`src/rtl/seq_ctrl_pkg.sv`:
```
// seq_ctrl_pkg: state encoding and core reset constant shared by the stream controller
package seq_ctrl_pkg;
    localparam logic [1:0] ST_IDLE = 2'd0;
    localparam logic [1:0] ST_SHIFT = 2'd1;
    localparam logic [1:0] ST_DONE = 2'd2;
    localparam logic [2:0] CORE_RESET_STATE = 3'b000;
    typedef enum logic [1:0] {IDLE = ST_IDLE, SHIFT = ST_SHIFT, DONE = ST_DONE} state_t;
endpackage

```
`src/rtl/seq_stream_ctrl_if.sv`:
```
// seq_stream_ctrl_if: host-side stimulus/response handshake bundle
interface seq_stream_ctrl_if #(
    parameter int WIDTH = 8
);
    logic in_valid;
    logic in_ready;
    logic [WIDTH-1:0] in_data;
    logic [WIDTH-1:0] in_exp;
    logic out_valid;
    logic out_ready;
    logic [WIDTH-1:0] out_data;
    logic out_err;
    modport master (
        output in_valid, in_data, in_exp, out_ready,
        input  in_ready, out_valid, out_data, out_err
    );
    modport slave (
        input  in_valid, in_data, in_exp, out_ready,
        output in_ready, out_valid, out_data, out_err
    );
endinterface

```
`src/rtl/seq_bit_counter.sv`:
```
// seq_bit_counter: bit index counter with clear, enable and terminal count at WIDTH-1
module seq_bit_counter #(
    parameter int WIDTH = 8,
    parameter int CW = $clog2(WIDTH)
) (
    input  logic clk,
    input  logic rst,
    input  logic clr,
    input  logic en,
    output logic [CW-1:0] cnt,
    output logic tc
);
    assign tc = cnt == CW'(WIDTH - 1);
    always_ff @(posedge clk or negedge rst) begin
        if (!rst) cnt <= '0;
        else if (clr) cnt <= '0;
        else if (en) cnt <= tc ? '0 : cnt + 1'b1;
    end
endmodule

```
`src/rtl/seq_stream_ctrl.sv`:
```
// seq_stream_ctrl: plays stimulus words bit-serially into a Mealy core and checks its response
module seq_stream_ctrl
    import seq_ctrl_pkg::*;
#(
    parameter int WIDTH = 8,
    parameter int MSB_FIRST = 1
) (
    input  logic clk,
    input  logic rst,
    seq_stream_ctrl_if.slave bus,
    output logic core_x,
    input  logic core_y,
    output logic core_rst_n,
    output logic busy
);
    localparam int CW = $clog2(WIDTH);
    state_t state, state_nx;
    logic [WIDTH-1:0] data_q, exp_q, out_q, out_nx;
    logic [CW-1:0] cnt, idx;
    logic tc, err_q, core_rst_q, accept, shift;
    assign accept = state == IDLE && bus.in_valid;
    assign shift = state == SHIFT;
    assign idx = MSB_FIRST != 0 ? CW'(WIDTH - 1) - cnt : cnt;
    seq_bit_counter #(.WIDTH(WIDTH)) u_cnt (
        .clk(clk),
        .rst(rst),
        .clr(accept),
        .en(shift),
        .cnt(cnt),
        .tc(tc)
    );
    always_ff @(posedge clk or negedge rst) begin
        if (!rst) state <= IDLE;
        else state <= state_nx;
    end
    always_comb begin
        state_nx = state;
        if (accept) state_nx = SHIFT;
        if (shift && tc) state_nx = DONE;
        if (state == DONE && bus.out_ready) state_nx = IDLE;
    end
    always_comb begin
        out_nx = out_q;
        out_nx[idx] = core_y;
    end
    // core is released only while shifting, so each word starts from the core reset state
    always_ff @(posedge clk or negedge rst) begin
        if (!rst) begin
            data_q <= '0;
            exp_q <= '0;
            out_q <= '0;
            err_q <= 1'b0;
            core_rst_q <= 1'b0;
        end else if (accept) begin
            data_q <= bus.in_data;
            exp_q <= bus.in_exp;
            out_q <= '0;
            err_q <= 1'b0;
            core_rst_q <= 1'b1;
        end else if (shift) begin
            out_q <= out_nx;
            err_q <= tc ? out_nx != exp_q : err_q;
            core_rst_q <= !tc;
        end
    end
    assign bus.in_ready = state == IDLE;
    assign bus.out_valid = state == DONE;
    assign bus.out_data = out_q;
    assign bus.out_err = err_q;
    assign core_x = shift && data_q[idx];
    assign core_rst_n = core_rst_q;
    assign busy = state != IDLE;
endmodule

```
`src/flat_wrapper.sv`:
```
// flat-port wrapper written by rule: the top's interface ports become plain ports
module seq_stream_ctrl_flat import seq_ctrl_pkg::*;
#(
    parameter int WIDTH = 8,
    parameter int MSB_FIRST = 1
)
  (clk, rst, core_x, core_y, core_rst_n, busy, bus_in_valid, bus_in_data, bus_in_exp, bus_out_ready, bus_in_ready, bus_out_valid, bus_out_data, bus_out_err);
  seq_stream_ctrl_if #(.WIDTH(WIDTH)) bus_i ();
  input  logic clk;
  input  logic rst;
  output logic core_x;
  input  logic core_y;
  output logic core_rst_n;
  output logic busy;
  input wire logic [$bits(bus_i.in_valid)-1:0] bus_in_valid;
  input wire logic [$bits(bus_i.in_data)-1:0] bus_in_data;
  input wire logic [$bits(bus_i.in_exp)-1:0] bus_in_exp;
  input wire logic [$bits(bus_i.out_ready)-1:0] bus_out_ready;
  output wire logic [$bits(bus_i.in_ready)-1:0] bus_in_ready;
  output wire logic [$bits(bus_i.out_valid)-1:0] bus_out_valid;
  output wire logic [$bits(bus_i.out_data)-1:0] bus_out_data;
  output wire logic [$bits(bus_i.out_err)-1:0] bus_out_err;
  assign bus_i.in_valid = bus_in_valid;
  assign bus_i.in_data = bus_in_data;
  assign bus_i.in_exp = bus_in_exp;
  assign bus_i.out_ready = bus_out_ready;
  assign bus_in_ready = bus_i.in_ready;
  assign bus_out_valid = bus_i.out_valid;
  assign bus_out_data = bus_i.out_data;
  assign bus_out_err = bus_i.out_err;
  seq_stream_ctrl #(.WIDTH(WIDTH), .MSB_FIRST(MSB_FIRST)) u_core (.clk(clk), .rst(rst), .bus(bus_i), .core_x(core_x), .core_y(core_y), .core_rst_n(core_rst_n), .busy(busy));
endmodule
```
`config.mk`:
```
export PLATFORM = sky130hd
export DESIGN_NAME = seq_stream_ctrl_flat
export DESIGN_NICKNAME = d
export VERILOG_FILES = /design/src/rtl/seq_ctrl_pkg.sv /design/src/rtl/seq_stream_ctrl_if.sv /design/src/rtl/seq_bit_counter.sv /design/src/rtl/seq_stream_ctrl.sv /design/src/flat_wrapper.sv
export SDC_FILE = /design/constraint.sdc
export NUM_CORES = 1
export LEC_CHECK = 0
export ABC_AREA = 1
export CAP_MARGIN = 25
export CORE_UTILIZATION = 50
export DETAILED_ROUTE_END_ITERATION = 16
export GPL_TIMING_DRIVEN = 0
export PLACE_DENSITY_LB_ADDON = 0.15
export SETUP_SLACK_MARGIN = 0.3
export SLEW_MARGIN = 15
export SYNTH_ARGS = -nofsm -noshare
export SYNTH_HDL_FRONTEND = slang
export SYNTH_SLANG_ARGS = --single-unit
```
`constraint.sdc`:
```
create_clock -name clk -period 4.4 [get_ports clk]
set_clock_uncertainty 0.2 [all_clocks]
set_input_delay 1.1 -clock clk [delete_from_list [all_inputs] [get_ports clk]]
set_output_delay 1.1 -clock clk [all_outputs]
set_load 0.03 [all_outputs]
```
==> results of run 1 <==
cells in the mapped netlist, types with 3 or more instances:
master	instances	area share, %
a21oi_1	14	4.3
inv_1	24	5.5
buf_6	3	2.1
nand2_1	45	10
o21ai_0	12	3.7
o22ai_1	4	1.5
nand4_1	4	1.5
o211ai_1	3	1.4
mux2_2	8	5.5
dfrtp_1	31	47
nand3_1	22	6.7
nor2_1	16	3.7
buf_2	4	1.2
stage by stage:
stage          hold slack (ns)  total power, mW  area [sq um]  worst slack [ns]  cells
3_5_place_dp             0.283            0.317          2030              1.31    280
2_1_floorplan            0.280            0.293          1640              1.75    202
5_1_grt                  0.341            0.525          2100             0.718    288
3_3_place_gp             0.274            0.317          2030              1.29    280
6_report                 0.300            0.502          2100             0.895    288
4_1_cts                  0.304            0.507          2100             0.907    288
worst min path at each step:
stage	slack [ns]	startpoint	depth (start not counted)	to
6_report	0.30	u_core.core_rst_n$_DFFE_PN0P_	1	u_core.core_rst_n$_DFFE_PN0P_
5_1_grt	0.34	u_core.core_rst_n$_DFFE_PN0P_	1	u_core.core_rst_n$_DFFE_PN0P_
4_1_cts	0.30	u_core.core_rst_n$_DFFE_PN0P_	1	u_core.core_rst_n$_DFFE_PN0P_
3_5_place_dp	0.28	u_core.core_rst_n$_DFFE_PN0P_	1	u_core.core_rst_n$_DFFE_PN0P_
3_3_place_gp	0.27	u_core.core_rst_n$_DFFE_PN0P_	1	u_core.core_rst_n$_DFFE_PN0P_
2_1_floorplan	0.28	u_core.data_q[5]$_DFFE_PN0P_	1	u_core.data_q[5]$_DFFE_PN0P_
registers in the layout (all words and copies together) (netlist names):
name                 cells
u_core.core_rst_n        1
u_core.data_q            8
u_core.bus.out_err       1
u_core.bus.out_data      8
u_core.exp_q             8
u_core.state             2
u_core.u_cnt.cnt         3
layer usage:
metal / vias up / track usage, % / wire length, um
li1: 756 / - / -
met1: 682 / 30.5 / 1670
met2: 32 / 36.0 / 1660
met3: 9 / 6.77 / 141
met4: 0 / 10.9 / 82
met5: - / 0 / 0
worst max-delay path: stages (launching register included):
cell	delay (ns)
dfrtp_1	0.48
buf_4	0.23
nand2_1	0.06
a21oi_1	0.13
o21ai_0	0.09
a21oi_1	0.18
clkdlybuf4s50_1	0.70
kinds of logic after synthesis:
| logic type | Yosys count | share of synthesized area (%) |
|---|---|---|
| buffers and inverters | 34 | 9.70 |
| DFF | 31 | 47.3 |
| AOI/OAI and AO/OA | 36 | 11.9 |
| adders and majority gates | 2 | 1.53 |
| and+or+nand+nor | 91 | 24.0 |
| muxes | 8 | 5.50 |
layout make-up:
class | count | area, sq um | share of cell area [%]
buffer | 8 | 61.3 | 2.92
clock buffer | 8 | 68.8 | 3.28
inverter | 26 | 97.6 | 4.65
multi-input combinational | 137 | 704 | 33.6
sequential | 31 | 776 | 37.0
tap | 44 | 55.1 | 2.62
timing repair buffer | 34 | 335 | 16.0
power by group:
part | total [mW] | switching [mW] | internal [mW]
registers | 0.285 | 0 | 0.285
logic | 0.0261 | 0.0103 | 0.0158
clock network | 0.191 | 0.0971 | 0.0939
total | 0.502 | 0.107 | 0.394
==> flow_metrics.tcl, run 1 <==
set metrics [dict create \
    status "completed" \
    clock-root-buffer "clkbuf_4" \
    fin_crit_ns 3.50 \
    ys_ff_latch 31 \
    crit_required_ns 3.10 \
    dominantRegCellSynth "dfrtp_1" \
    postSynthCellCount 202 \
    ff2ff_path_depth 9 \
    worstMarginPinSlew_ns 0.671 \
    worstSetupPathType "flop to primary output" \
    drv_cap 0 \
    clk_pin_slew_ns 0.09 \
    endpoint "core_x" \
    netlist_area_sq_um 1640 \
    leakagePower_nw 1.01 \
    avgSynthCellArea_sq_um 8.11 \
    clockBufferDepth 2 \
    r2r-start "u_core.u_cnt.cnt[0]$_DFFE_PN0P_" \
    htree_levels 2 \
    drtPass1Iterations 5 \
    nets 266 \
    drt.antenna.violating_nets 0 \
    cts_setup_buffers 0 \
    finalSetupTns_ns 0 \
    ir_drop_mv 0.187 \
    area_growth_pct 28.0 \
    cts_tree "built" \
    min_period_over_period_pct 79.6 \
    die-area_sq_um 3510 \
    ys_warn_count 0 \
    grt_pass1_vias 1353 \
    final_hold_viol_count 0 \
    boundaryPins 35 \
    hold_path.class "flop to flop" \
    final_cell_mix "nand2_1, clkdlybuf4s50_1, dfrtp_1" \
    rows 20 \
    rsz0062_at_grt "no" \
    r2r_setup_slack_ns 2.59 \
    ctsHoldBuffers 0 \
    port-buffer-count 34 \
    grt_max_degree 32 \
    num-fill-cells 259 \
    path_max_fanout 10 \
    final_core_utilization_pct 68.2 \
    slew_violations 0 \
    antennaDiodeCount 0 \
    via_per_inst 5.14 \
    gr-usage-all-layers_pct 23.4 \
    drive_gt1_share_pct 12.3 \
    syn_nets 225 \
    wl_per_cell_um 12.3 \
    cp.arrival_ns 2.20 \
    ys_seq_area_share_pct 47.3 \
    maxSlewHeadroom_pct 55.3 \
    grt_pass1_wl_um 5910 \
    startpoint_type "flop" \
    die_w_um 59.3 \
    p_per_area_nw_per_um2 239 \
    drc 0 \
    clock_latency_ns 0.34 \
    finalWeightedCongestion 0.840 \
    synth_cell_types 21 \
    cts_sinks 31 \
    cp-end-kind "primary output" \
    synth_edf_count 0 \
    antenna_found_initial 0 \
    die_y_um 59.3 \
    rr_endpoint "u_core.bus.out_err$_DFFE_PN0P_" \
    drt-total-wl_um 3560 \
    fmax_ghz 0.285 \
    initial_utilization_pct 53.3 \
    coreArea_sq_um 3080 \
    setup_viol 0 \
    cts_buffers 5 \
    startpoint "u_core.u_cnt.cnt[0]$_DFFE_PN0P_" \
    grt_overflow_total 0 \
    async_flop_share_pct 100 \
    dr.first_iter.drc_count 64 \
    cts_resized 0 \
    routed-via-count 1479 \
    hpwl_um 2560 \
    final_common_cell "nand2_1" \
]
Power figures use the tool's default switching activity.
==> run 2, diff against run 1 <==
==> constraint.sdc (replaced) <==
create_clock -name clk -period 3.36 [get_ports clk]
set_clock_uncertainty 0.2 [all_clocks]
set_input_delay 0.84 -clock clk [delete_from_list [all_inputs] [get_ports clk]]
set_output_delay 0.84 -clock clk [all_outputs]
set_load 0.03 [all_outputs]
==> run 2 against run 1 <==
Against the previous run:
- sequential power grew 31%
- final cell count is the same
- design area fell by 0.24%
- total power grew 31%
- sequential cell count did not move
- clock power is 31% higher
- highest routed layer unchanged
==> flow_metrics.tcl, run 2 (synthesis gave the netlist of run 1 again) <==
set metrics [dict create \
    status "completed" \
    netSwitchingFraction_pct 21.4 \
    fin_crit_ns 2.78 \
    final_common_cell "nand2_1" \
    holdPathStages 1 \
    clock_latency_ns 0.34 \
    initial_utilization_pct 53.3 \
    finalSetupTns_ns 0 \
    wl_per_cell_um 12.3 \
    dr.first_iter.drc_count 64 \
    cts_setup_buffers 0 \
    path_max_fanout 10 \
    die_y_um 59.3 \
    nets 266 \
    crit_required_ns 2.32 \
    fmax_ghz 0.360 \
    hp-start "u_core.core_rst_n$_DFFE_PN0P_" \
    r2r_setup_slack_ns 1.55 \
    antennaDiodeCount 0 \
    ff2ff_path_depth 9 \
    rsz0062_at_grt "no" \
    die_w_um 59.3 \
    finalWeightedCongestion 0.840 \
    p_comb_share_pct 5.2 \
    cp.arrival_ns 1.74 \
    grt_pass1_wl_um 5910 \
    p_seq_share_pct 56.7 \
    leakagePower_nw 1.01 \
    htree_levels 2 \
    pwr-share-clk_pct 38.1 \
    switchingPower_mw 0.140 \
    area_growth_pct 27.7 \
    port-buffer-count 34 \
    clockBufferDepth 2 \
    drive_gt1_share_pct 12.7 \
    r2r-start "u_core.u_cnt.cnt[0]$_DFFE_PN0P_" \
    cpMostUsedCell "a21oi_1" \
    worstMarginPinSlew_ns 0.671 \
    drtPass1Iterations 5 \
    die-area_sq_um 3510 \
    cts_sinks 31 \
    p_int_mw 0.516 \
    worstSetupPathType "flop to primary output" \
    crit_chain "buf_4, nand2_1, a21oi_1, o21ai_0, a21oi_1, clkbuf_2" \
    min_period_over_period_pct 82.6 \
    clock-root-buffer "clkbuf_4" \
    startpoint_type "flop" \
    rows 20 \
    routed-via-count 1479 \
    final_cell_mix "nand2_1, clkdlybuf4s50_1, dfrtp_1" \
    rr_endpoint "u_core.bus.out_err$_DFFE_PN0P_" \
    final_core_utilization_pct 68.0 \
    grt_max_degree 32 \
    maxSlewHeadroom_pct 55.3 \
    ir_drop_mv 0.244 \
    final_hold_viol_count 0 \
    drt-total-wl_um 3550 \
    cpLargestDelayFamily "flip-flops" \
    drt.antenna.violating_nets 0 \
    cts_buffers 5 \
    grt_pass1_vias 1353 \
    setup_viol 0 \
    clk_pin_slew_ns 0.09 \
    hpwl_um 2560 \
    coreArea_sq_um 3080 \
    drc 0 \
    cts_tree "built" \
    antenna_found_initial 0 \
    cp-end-kind "primary output" \
    hold_path.class "flop to flop" \
    drv_cap 0 \
    via_per_inst 5.14 \
    cp_num_buf_inv 2 \
    boundaryPins 35 \
    slowest_delay_ns 0.48 \
    slew_violations 0 \
    grt_overflow_total 0 \
    gr-usage-all-layers_pct 23.4 \
    min_to "u_core.core_rst_n$_DFFE_PN0P_" \
    p_per_area_nw_per_um2 314 \
    slowest_stage "dfrtp_1" \
]
-- run 2: changes by cell type in the layout (fill, tap and decap cells not counted) --
cell             previous run  this run
clkbuf_2                    0         1
clkdlybuf4s50_1            33        32
-- run 2: routing by layer --
layer	global-route usage [%]	wire (um)
met5	0	0
met4	10.9	82
met3	6.77	143
met2	36.0	1660
met1	30.5	1660
-- run 2: final cells by class --
cell class / count / area (sq um)
Buffer: 8 / 61.3
Tap cell: 44 / 55.1
Clock buffer: 8 / 68.8
Fill cell: 260 / 985
Timing Repair Buffer: 34 / 330
Inverter: 26 / 97.6
Sequential cell: 31 / 776
Multi-Input combinational cell: 137 / 704
-- run 2: repair_timing --
item                                    4_1_cts  5_1_grt
endpoints found under the hold margin         0        0
resized for setup                             1        2
endpoints found under the setup margin        1        1
cloned                                        0        0
hold buffers                                  0        0
-- run 2: worst max-delay path by stage --
stage / cells past startpoint / slack (ns) / to / startpoint
after floorplan: 6 / 0.97 / core_x / u_core.u_cnt.cnt[0]$_DFFE_PN0P_
after global placement: 6 / 0.51 / core_x / u_core.u_cnt.cnt[0]$_DFFE_PN0P_
after detailed placement: 6 / 0.53 / core_x / u_core.u_cnt.cnt[0]$_DFFE_PN0P_
after CTS: 6 / 0.41 / core_x / u_core.u_cnt.cnt[0]$_DFFE_PN0P_
after global routing: 6 / 0.41 / core_x / u_core.u_cnt.cnt[0]$_DFFE_PN0P_
final: 6 / 0.58 / core_x / u_core.u_cnt.cnt[0]$_DFFE_PN0P_
-- run 2: worst reg2reg max path, stage by stage (launching register included) --
cell	delay (ns)
dfrtp_1	0.48
ha_1	0.19
ha_1	0.13
inv_1	0.06
nor2_1	0.24
nand2_1	0.09
nor2_1	0.11
nand3_1	0.07
nor2_1	0.09
nor2_1	0.04
-- run 2: stage by stage --
| stage | cell area (sq um) | hold slack [ns] | power [mW] | cells | setup WS, ns |
|---|---|---|---|---|---|
| 4_1_cts | 2100 | 0.304 | 0.664 | 288 | 0.413 |
| 5_1_grt | 2090 | 0.341 | 0.687 | 288 | 0.411 |
| 2_1_floorplan | 1640 | 0.280 | 0.384 | 202 | 0.968 |
| 6_report | 2090 | 0.300 | 0.657 | 288 | 0.583 |
| 3_3_place_gp | 2030 | 0.274 | 0.415 | 280 | 0.511 |
| 3_5_place_dp | 2030 | 0.283 | 0.415 | 280 | 0.529 |
-- run 2: power by group through the flow --
| stage | Combinational [mW] | Sequential (mW) | Clock (mW) |
|---|---|---|---|
| finish | 0.0342 | 0.373 | 0.250 |
| floorplan | 0.00374 | 0.380 | 0 |
| detailed placement | 0.0349 | 0.380 | 0 |
| CTS | 0.0350 | 0.373 | 0.257 |
| global route | 0.0375 | 0.373 | 0.277 |
| global placement | 0.0352 | 0.380 | 0 |
